**config.mk**
```make
export PLATFORM = sky130hd
export DESIGN_NAME = rsa_frame_loader_flat
export DESIGN_NICKNAME = d
export VERILOG_FILES = /design/src/rtl/rsa_frame_loader_if.sv /design/src/rtl/rsa_frame_loader.sv /design/src/flat_wrapper.sv
export SDC_FILE = /design/constraint.sdc
export NUM_CORES = 2
export LEC_CHECK = 0
export BUFFER_PORTS_ARGS = -buffer_cell sky130_fd_sc_hd__buf_2
export CELL_PAD_IN_SITES_DETAIL_PLACEMENT = 0
export CELL_PAD_IN_SITES_GLOBAL_PLACEMENT = 2
export CORE_AREA = 2 2 613 615
export CTS_CLUSTER_SIZE = 20
export DETAILED_ROUTE_END_ITERATION = 10
export DIE_AREA = 0 0 615 617
export HOLD_SLACK_MARGIN = 0.03
export PLACE_DENSITY_LB_ADDON = 0.1
export RECOVER_POWER = 50
export SLEW_MARGIN = 10
export SYNTH_ARGS = -nofsm -noshare
export SYNTH_HDL_FRONTEND = slang
export SYNTH_SLANG_ARGS = --single-unit
export TNS_END_PERCENT = 5
```
**constraint.sdc**
```tcl
create_clock -name clk -period 72.1 [get_ports clk]
set_input_delay 7.21 -clock clk [delete_from_list [all_inputs] [get_ports clk]]
set_output_delay 7.21 -clock clk [all_outputs]
set_load 0.03 [all_outputs]
```
**src/rtl/rsa_frame_loader_if.sv**
```systemverilog
// Stream and bram-port bundle between the frame source / mon_exp side and
// rsa_frame_loader.
//   master : frame source and mon_exp side. Drives in_data, in_valid and stop,
//            and observes everything else.
//   slave  : the loader. Accepts bytes, presents the held operands, drives the
//            bram second write port, start and busy.
interface rsa_frame_loader_if #(
    parameter int bitLen = 512,
    parameter int ABITS  = 8,
    parameter int DBITS  = 512
);
    logic [7:0]        in_data;
    logic              in_valid;
    logic              in_ready;
    logic [bitLen-1:0] n;
    logic [bitLen-1:0] e;
    logic [9:0]        e_idx;
    logic [9:0]        mp_count;
    logic [ABITS-1:0]  wr_addr2;
    logic [DBITS-1:0]  wr_data2;
    logic              wr_en2;
    logic              start;
    logic              stop;
    logic              busy;

    modport master (
        output in_data, in_valid, stop,
        input  in_ready, n, e, e_idx, mp_count, wr_addr2, wr_data2, wr_en2, start, busy
    );

    modport slave (
        input  in_data, in_valid, stop,
        output in_ready, n, e, e_idx, mp_count, wr_addr2, wr_data2, wr_en2, start, busy
    );
endinterface

```
**src/rtl/rsa_frame_loader.sv**
```systemverilog
// rsa_frame_loader: receives a byte-serial operand frame
// (n, e, e_idx, mp_count, X_bar, M_bar; every field LSB byte first) and
// assembles it into full-width words. X_bar and M_bar are written into the
// bram second write port as (0, X_bar), (1, 0), (2, M_bar), (3, 0). After
// that it pulses start and waits for a fresh rising edge of stop from mon_exp.
// Ports:
//   clk, rst          : clock, asynchronous active-high reset
//   bus (slave)       : in_data/in_valid/in_ready byte stream; n, e, e_idx,
//                       mp_count held outputs; wr_addr2/wr_data2/wr_en2 bram
//                       port; start pulse; stop level in; busy
module rsa_frame_loader #(
    parameter int bitLen = 512,
    parameter int ABITS  = 8,
    parameter int DBITS  = 512
) (
    input logic               clk,
    input logic               rst,
    rsa_frame_loader_if.slave bus
);
    localparam int BYTES = bitLen / 8;
    localparam int CW    = $clog2(BYTES + 1);
    localparam int IW    = $clog2(bitLen);

    typedef enum logic [3:0] {
        RX_N     = 4'd0,
        RX_E     = 4'd1,
        RX_EIDX  = 4'd2,
        RX_MPC   = 4'd3,
        RX_X     = 4'd4,
        WR_X0    = 4'd5,
        WR_X1    = 4'd6,
        RX_M     = 4'd7,
        WR_M0    = 4'd8,
        WR_M1    = 4'd9,
        ST_START = 4'd10,
        ST_WAIT  = 4'd11
    } state_t;

    state_t            state_r, state_s;
    logic [CW-1:0]     cnt_r;
    logic [CW-1:0]     last_idx_s;
    logic [IW-1:0]     bidx_s;
    logic [bitLen-1:0] stage_r, stage_s;
    logic              stop_q_r;
    logic              hs_s, last_s, stop_rise_s;

    logic              in_ready_r, in_ready_d;
    logic              wr_en_r, wr_en_d;
    logic [ABITS-1:0]  wr_addr_r, wr_addr_d;
    logic [DBITS-1:0]  wr_data_r, wr_data_d;
    logic              start_r, start_d;
    logic              busy_r, busy_d;
    logic [bitLen-1:0] n_r, e_r;
    logic [9:0]        e_idx_r, mpc_r;

    // in_ready_r is only ever high in receive states, so a handshake implies one.
    assign hs_s        = bus.in_valid & in_ready_r;
    assign last_s      = hs_s & (cnt_r == last_idx_s);
    assign stop_rise_s = bus.stop & ~stop_q_r;
    assign bidx_s      = IW'({cnt_r, 3'b000});

    // Index of the final byte of the field currently being received.
    always_comb begin
        if ((state_r == RX_EIDX) || (state_r == RX_MPC)) begin
            last_idx_s = CW'(1);
        end else begin
            last_idx_s = CW'(BYTES - 1);
        end
    end

    // Staging word with the byte of this cycle's handshake merged in.
    always_comb begin
        stage_s = stage_r;
        if (hs_s) begin
            stage_s[bidx_s +: 8] = bus.in_data;
        end else begin
            stage_s = stage_r;
        end
    end

    // Next-state logic.
    always_comb begin
        state_s = state_r;
        case (state_r)
            RX_N:     if (last_s) state_s = RX_E;    else state_s = state_r;
            RX_E:     if (last_s) state_s = RX_EIDX; else state_s = state_r;
            RX_EIDX:  if (last_s) state_s = RX_MPC;  else state_s = state_r;
            RX_MPC:   if (last_s) state_s = RX_X;    else state_s = state_r;
            RX_X:     if (last_s) state_s = WR_X0;   else state_s = state_r;
            WR_X0:    state_s = WR_X1;
            WR_X1:    state_s = RX_M;
            RX_M:     if (last_s) state_s = WR_M0;   else state_s = state_r;
            WR_M0:    state_s = WR_M1;
            WR_M1:    state_s = ST_START;
            ST_START: state_s = ST_WAIT;
            ST_WAIT:  if (stop_rise_s) state_s = RX_N; else state_s = state_r;
            default:  state_s = RX_N;
        endcase
    end

    // Output decode from the next state, so registered outputs line up with
    // the state they belong to. The low bram words take the just-completed
    // staging word, zero-extended.
    always_comb begin
        in_ready_d = 1'b0;
        wr_en_d    = 1'b0;
        wr_addr_d  = '0;
        wr_data_d  = '0;
        start_d    = 1'b0;
        case (state_s)
            RX_N, RX_E, RX_EIDX, RX_MPC, RX_X, RX_M: in_ready_d = 1'b1;
            WR_X0: begin
                wr_en_d                = 1'b1;
                wr_addr_d              = ABITS'(0);
                wr_data_d[bitLen-1:0]  = stage_s;
            end
            WR_X1: begin
                wr_en_d   = 1'b1;
                wr_addr_d = ABITS'(1);
            end
            WR_M0: begin
                wr_en_d                = 1'b1;
                wr_addr_d              = ABITS'(2);
                wr_data_d[bitLen-1:0]  = stage_s;
            end
            WR_M1: begin
                wr_en_d   = 1'b1;
                wr_addr_d = ABITS'(3);
            end
            ST_START: start_d = 1'b1;
            default:  in_ready_d = 1'b0;
        endcase
        if (hs_s) begin
            busy_d = 1'b1;
        end else if ((state_r == ST_WAIT) && stop_rise_s) begin
            busy_d = 1'b0;
        end else begin
            busy_d = busy_r;
        end
    end

    // State register and registered control outputs.
    always_ff @(posedge clk or posedge rst) begin
        if (rst) begin
            state_r    <= RX_N;
            in_ready_r <= 1'b0;
            wr_en_r    <= 1'b0;
            wr_addr_r  <= '0;
            wr_data_r  <= '0;
            start_r    <= 1'b0;
            busy_r     <= 1'b0;
            stop_q_r   <= 1'b0;
        end else begin
            state_r    <= state_s;
            in_ready_r <= in_ready_d;
            wr_en_r    <= wr_en_d;
            wr_addr_r  <= wr_addr_d;
            wr_data_r  <= wr_data_d;
            start_r    <= start_d;
            busy_r     <= busy_d;
            stop_q_r   <= bus.stop;
        end
    end

    // Byte counter and staging register; both clear at every field boundary.
    always_ff @(posedge clk or posedge rst) begin
        if (rst) begin
            cnt_r   <= '0;
            stage_r <= '0;
        end else if (last_s) begin
            cnt_r   <= '0;
            stage_r <= '0;
        end else if (hs_s) begin
            cnt_r   <= cnt_r + CW'(1);
            stage_r <= stage_s;
        end else begin
            cnt_r   <= cnt_r;
            stage_r <= stage_r;
        end
    end

    // Held operand outputs: each changes only when its own field completes.
    always_ff @(posedge clk or posedge rst) begin
        if (rst) begin
            n_r     <= '0;
            e_r     <= '0;
            e_idx_r <= '0;
            mpc_r   <= '0;
        end else if (last_s) begin
            if (state_r == RX_N)    n_r     <= stage_s;
            if (state_r == RX_E)    e_r     <= stage_s;
            if (state_r == RX_EIDX) e_idx_r <= stage_s[9:0];
            if (state_r == RX_MPC)  mpc_r   <= stage_s[9:0];
        end
    end

    assign bus.in_ready = in_ready_r;
    assign bus.wr_en2   = wr_en_r;
    assign bus.wr_addr2 = wr_addr_r;
    assign bus.wr_data2 = wr_data_r;
    assign bus.start    = start_r;
    assign bus.busy     = busy_r;
    assign bus.n        = n_r;
    assign bus.e        = e_r;
    assign bus.e_idx    = e_idx_r;
    assign bus.mp_count = mpc_r;
endmodule

```
**src/flat_wrapper.sv**
```systemverilog
// flat-port wrapper written by rule: the top's interface ports become plain ports
module rsa_frame_loader_flat 
#(
    parameter int bitLen = 512,
    parameter int ABITS  = 8,
    parameter int DBITS  = 512
)
  (clk, rst, bus_in_data, bus_in_valid, bus_stop, bus_in_ready, bus_n, bus_e, bus_e_idx, bus_mp_count, bus_wr_addr2, bus_wr_data2, bus_wr_en2, bus_start, bus_busy);
  rsa_frame_loader_if #(.bitLen(bitLen), .ABITS(ABITS), .DBITS(DBITS)) bus_i ();
  input logic clk;
  input logic rst;
  input wire logic [$bits(bus_i.in_data)-1:0] bus_in_data;
  input wire logic [$bits(bus_i.in_valid)-1:0] bus_in_valid;
  input wire logic [$bits(bus_i.stop)-1:0] bus_stop;
  output wire logic [$bits(bus_i.in_ready)-1:0] bus_in_ready;
  output wire logic [$bits(bus_i.n)-1:0] bus_n;
  output wire logic [$bits(bus_i.e)-1:0] bus_e;
  output wire logic [$bits(bus_i.e_idx)-1:0] bus_e_idx;
  output wire logic [$bits(bus_i.mp_count)-1:0] bus_mp_count;
  output wire logic [$bits(bus_i.wr_addr2)-1:0] bus_wr_addr2;
  output wire logic [$bits(bus_i.wr_data2)-1:0] bus_wr_data2;
  output wire logic [$bits(bus_i.wr_en2)-1:0] bus_wr_en2;
  output wire logic [$bits(bus_i.start)-1:0] bus_start;
  output wire logic [$bits(bus_i.busy)-1:0] bus_busy;
  assign bus_i.in_data = bus_in_data;
  assign bus_i.in_valid = bus_in_valid;
  assign bus_i.stop = bus_stop;
  assign bus_in_ready = bus_i.in_ready;
  assign bus_n = bus_i.n;
  assign bus_e = bus_i.e;
  assign bus_e_idx = bus_i.e_idx;
  assign bus_mp_count = bus_i.mp_count;
  assign bus_wr_addr2 = bus_i.wr_addr2;
  assign bus_wr_data2 = bus_i.wr_data2;
  assign bus_wr_en2 = bus_i.wr_en2;
  assign bus_start = bus_i.start;
  assign bus_busy = bus_i.busy;
  rsa_frame_loader #(.bitLen(bitLen), .ABITS(ABITS), .DBITS(DBITS)) u_core (.clk(clk), .rst(rst), .bus(bus_i));
endmodule
```
Word level (Yosys, flattened, before mapping) --
Index checks and enable logic that the tools add are counted.
Storage, ports and cells: logic and storage cells 79, flip-flop bits (word level) 2086
Cells by class: shift-type cells 2, bitwise operators 4, $add $sub $neg 2, eq/ne operators 22, multiplexer cells 22, reductions and logical operators 13
Operators with widths (number):
- 2-to-1 mux 512 bit | 4
- bitwise mux 512 bit | 1
- variable shift 8 x 11 -> 512 bit, first input constant | 1
- variable part select 8 x 11 -> 512 bit | 1
- case mux 4 bit (12 select lines) | 1
- equality test 4 x 3 -> 1 bit, second input constant | 8
- equality test 4 bit, second input constant | 7
- 2-to-1 mux 4 bit | 7
- equality test 4 x 2 -> 1 bit, second input constant | 4
- 2-to-1 mux 7 bit | 2
- negation 9 -> 11 bit | 1
- equality test 4 x 1 -> 1 bit, second input constant | 2
- logical NOT 4 bit | 2
- AND reduction 2 bit | 4
- adder 7 x 1 -> 7 bit, second input constant | 1
- equality test 7 x 6 -> 1 bit | 1
- 2-to-1 mux 6 bit | 1
- case mux 2 bit (3 select lines) | 1
- OR reduction 6 bit | 1
- 2-to-1 mux 1 bit | 5
- nonzero test 2 bit | 2
- OR reduction 4 bit | 1
- bitwise AND 1 bit | 3
- OR reduction 2 bit | 1
- other kinds (3) | 3

Longest topological paths before layout --
word-level depth 10, mapped depth 13, depth with buffers taken out 8

Worst setup path before layout --
OpenSTA, ideal clock, no wires.
path kind input to register, start input bus_in_valid, end register u_core.n_r[27], in the netlist u_core.bus.n[27], data arrival time 8895 ps, required time 71967 ps, path buffers 4, setup time 133 ps, stages on the path 8, setup slack 63072 ps, cells stage by stage nand4b_1 > or4_1 > buf_2 > clkbuf_1 > clkbuf_1 > clkbuf_1 > nand2_1 > o21ai_0
Between the ends: word-level cells in the longest chain between the ends 3
Ends and longest elaborated chain:
- start, declared | RTL line flat_wrapper.sv:13 | input wire logic [$bits(bus_i.in_valid)-1:0] bus_in_valid;
- bitwise AND 1 bit * | RTL line rsa_frame_loader.sv:57 | assign hs_s = bus.in_valid & in_ready_r;
- bitwise AND 1 bit | RTL line rsa_frame_loader.sv:58 | assign last_s = hs_s & (cnt_r == last_idx_s);
- AND reduction 2 bit (no line)
- end signal, assigned | RTL line rsa_frame_loader.sv:190 | if (state_r == RX_N) n_r <= stage_s;
- end, declared | RTL line rsa_frame_loader.sv:53 | logic [bitLen-1:0] n_r, e_r;
Every way passes the cells marked *; elsewhere a longest branch is shown, timed or not. A chain may end at the register's enable or synchronous reset.

==> summary.md <==
| Metric | Value |
|---|---|
| Status | finished, violations left |
| Failing checks | capacitance limit, slew limit |
| Syn Area/Cell | about 11 sq um |
| Pint | ~0.0021 W |
| Synth area leader | dfrtp_1 |
| Slew @ Worst Pin | about 9000 ps |
| Inserted Clock Buffers | ~270 |
| Routed wire length per instance | 32.1 um |
| Crit path top cell by count | clkbuf_1 |
| HP Class | reg -> reg |
| M3 GR Usage | 0.0630 |
| Die height | between 600 and 700 um |
| CP Cell Sequence | buf_2, clkinvlp_2, clkbuf_1, clkbuf_1 |
| Htree depth | 5 |
| CP max-delay cell | clkbuf_1 |
| Initial antenna violation count | 46 |
| Cell Area, Synth | about 0.076 sq mm |
| Post-synth EDFFs | 0 |
| RSZ-0062 raised after global routing | no |
| Worst slew margin | -4.96 |
| Busiest metal layer after global routing | met2 |
| Nets@finish | 8584 |
| Top-count cell post-synth | dfrtp_1 |
| Crit path DAT | approximately 22000 ps |
| Post-Syn Instances | 7063 |
| Crit. End Element | asynchronous set/reset pin |
| CTS resizes | 0 |
| Area occupied by multi-input gates | about 0.022 sq mm |
| Number of fill cells | 40600 |
| Seq/Total Area, Yosys | 0.684 |
| Final wirelength | around 440 mm |
| Met1 Use GR | 0.271 |
| Crit start category | input port |
| Initial DRT Pass Iterations | 5 |
| Synthesis Warnings | 0 |
| Share of layout cells above drive strength 1 | 0.0726 |
| CP required | slightly above 70000 ps |
| Pwr Density | 32.7 mW/mm^2 |
| CTS Buffer Depth | 4 |
| Area contributors post-synth | dfrtp_1, nand2_1, o21ai_0, nor2_1, mux2i_1 |
| F_max | ~43 MHz |
| Final hold violations | 0 |
| Port bufs | ~1600 |
| Overall Global Routing Usage | 0.228 |
| Top cell type's share of synthesized area | 0.684 |
| GPL Wtd Cong | slightly below 0.8 |
| Initial Util | 0.204 |
| Dpl hpwl | 322 mm |
| Root Buffer | clkbuf_16 |
| Combinational Power Share | 0.163 |
| CP Max Fanout | ~160 |
| Clock skew | a little under 60 ps |
| Via-to-Cell Ratio | approximately 4.3 |
| Total core area | about 0.37 sq mm |
| Grt ovf | 0 |
| Final setup fails | 0 |
| Worst path max stage delay | around 6600 ps |
| Clock transition at path regs | about 60 ps |
| Post-Place Setup Slack | around 60000 ps |
| Cell Rows | roughly 230 |
| Crit Path Class | in -> async |
| Hold-fix buffers, CTS | 0 |
| Reg power frac | 0.397 |
| P_sw | roughly 0.0010 W |
| Worst setup margin | 48960 ps |
| Sum Neg Setup Slack | 0 ps |
| Max IR drop VDD | 20.1 uV |
| Grt met2 use | 0.393 |
| Flops & latches, synth | 2086 |
| Antenna Nets Post-Route | 0 |
| Die W | roughly 620 um |
| Switching share of power | 0.326 |
| First-pass GRT wire length | 588 mm |
| Final instance area | about 0.097 sq mm |
| Die Area | approximately 0.38 sq mm |
| Leakage power | roughly 44 nW |
| Max Cap Viol | 30 |
| Via count | around 59000 |
| Clock sink total | between 2000 and 2500 |
| Commonest cells post-synth | dfrtp_1, nand2_1, nor2_1 |
| Register Area | around 0.052 sq mm |
| Crit path buffers/inverters | 4 |
| # DRC | 0 |
| Final min period | approximately 23000 ps |
| CTS tree | built |
| Postcts setup bufs | 0 |
| # IOs | 1580 |
| Pin count of the biggest net entering global routing | roughly 190 |
| Area delta synth->final | 27.0% |
| Crit path max-delay family | buffers and inverters |
| Initial DRC count | 4196 |
| Final period util | 0.321 |
| Yosys cell types | 79 |
| Asr flop ratio synth | 1.00 |
| Latest clock arrival within the worst-skew pair | 920 ps |
| Most used DFF post-synth | dfrtp_1 |
| Placed cell areas | between 0.09 and 0.1 sq mm |
| Clock share of power | 0.440 |
| Vias in the first global route | roughly 61000 |
| Final Max Tran Viols | between 1500 and 2000 |
-- final cells by class --
class,count,share of cell area
flip-flops and latches,2086,0.538
multi-input cells,4485,0.230
clock buffers,412,0.0840
repair buffers,1716,0.0724
well taps,4994,0.0645
clock inverters,68,0.00931
diodes,37,0.000955
inverters,6,0.000245
-- registers in the layout (all words and copies together) (netlist names), 2 cells and up --
| name | flops |
|---|---|
| u_core.bus.e | 512 |
| u_core.bus.n | 512 |
| u_core.bus.wr_data2 | 512 |
| u_core.stage_r | 512 |
| u_core.bus.e_idx | 10 |
| u_core.bus.mp_count | 10 |
| u_core.cnt_r | 7 |
| u_core.state_r | 4 |
| u_core.bus.wr_addr2 | 2 |
-- cell usage in the layout (no fill, tap or decap), types with 6 or more instances in the layout --
cell type | synthesis | final
nand3_1 | 90 | 94
clkbuf_1 | 370 | 1661
nand2_1 | 1392 | 1392
conb_1 | 1 | 6
nor3_1 | 24 | 23
bufinv_16 | 0 | 12
o21ai_1 | 14 | 13
mux2i_1 | 339 | 337
clkinv_8 | 0 | 8
a21oi_1 | 398 | 396
clkinv_2 | 0 | 27
a22oi_1 | 9 | 9
clkbuf_16 | 0 | 279
a21boi_0 | 10 | 10
and3_2 | 0 | 6
dfrtp_1 | 2086 | 2085
clkbuf_8 | 0 | 66
buf_4 | 17 | 100
and2_1 | 35 | 29
nor2_2 | 11 | 18
a22o_1 | 55 | 55
nor2b_1 | 11 | 10
nand4_1 | 8 | 9
a31oi_1 | 11 | 10
and3_1 | 38 | 31
nor3_2 | 3 | 6
diode_2 | 0 | 37
inv_6 | 0 | 7
nand2b_1 | 6 | 6
nor2_1 | 1055 | 1034
buf_2 | 86 | 11
nor2_4 | 2 | 16
or3_1 | 6 | 6
o21ai_0 | 854 | 855
buf_12 | 0 | 10
-- stage by stage --
step                std cells   util  power, W  hold slack (ps)
CTS                     13800  0.266   0.00325              477
global route            13800  0.259   0.00331              493
finish                  13800  0.260   0.00317              476
floorplan                7068      -   0.00151              446
global placement        13300  0.241   0.00182              456
detailed placement      13300  0.241   0.00183              464
-- worst reg2reg max path, stage by stage (launching register included) --
cell and delay (ps):
dfrtp_1 390, clkbuf_1 860, or4_1 1650, clkbuf_1 5400, o21ai_0 1080
-- power by group through the flow --
stage                     clock network [W]  registers [W]  logic (W)
final                               0.00140        0.00126   0.000517
after global routing                0.00149        0.00127   0.000554
after CTS                           0.00144        0.00126   0.000551
after detailed placement                  0        0.00128   0.000550
after global placement                    0        0.00128   0.000543
after floorplan                           0        0.00128   0.000229
-- final timing paths --
kind,start,endpoint,slack [ps],cells after the start
max,rst,u_core.bus.wr_data2[18],48960,4
max reg2reg,u_core.state_r[0],u_core.bus.n[393],62320,4
min reg2reg,u_core.bus.e[442],u_core.bus.e[442],480,2
max in group clk,bus_in_valid,u_core.bus.n[393],56770,5
min,u_core.bus.e[442],u_core.bus.e[442],480,2
min in group asynchronous,rst,u_core.bus.wr_data2[426],7770,2
-- layer usage --
| layer | share of wire | vias to the layer above |
|---|---|---|
| li1 | - | 26400 |
| met2 | 0.49 | 1782 |
| met5 | 0 | - |
| met3 | 0.068 | 490 |
| met4 | 0.037 | 0 |
| met1 | 0.40 | 30700 |
-- cells by family (layout without fill, tap and decap cells) --
logic type / after synthesis / in the layout / share of synthesized area
AOI/OAI and AO/OA: 1395 / 1395 / 0.0983
xor gates and xnor gates: 13 / 13 / 0.00169
adders and majority gates: 4 / 4 / 0.000656
buffers and inverters: 497 / 2202 / 0.0268
DFF: 2086 / 2086 / 0.684
muxes: 339 / 339 / 0.0445
other: 1 / 43 / 0.0000491
and+or+nand+nor: 2728 / 2728 / 0.144
(Power assumes the default switching activity.)
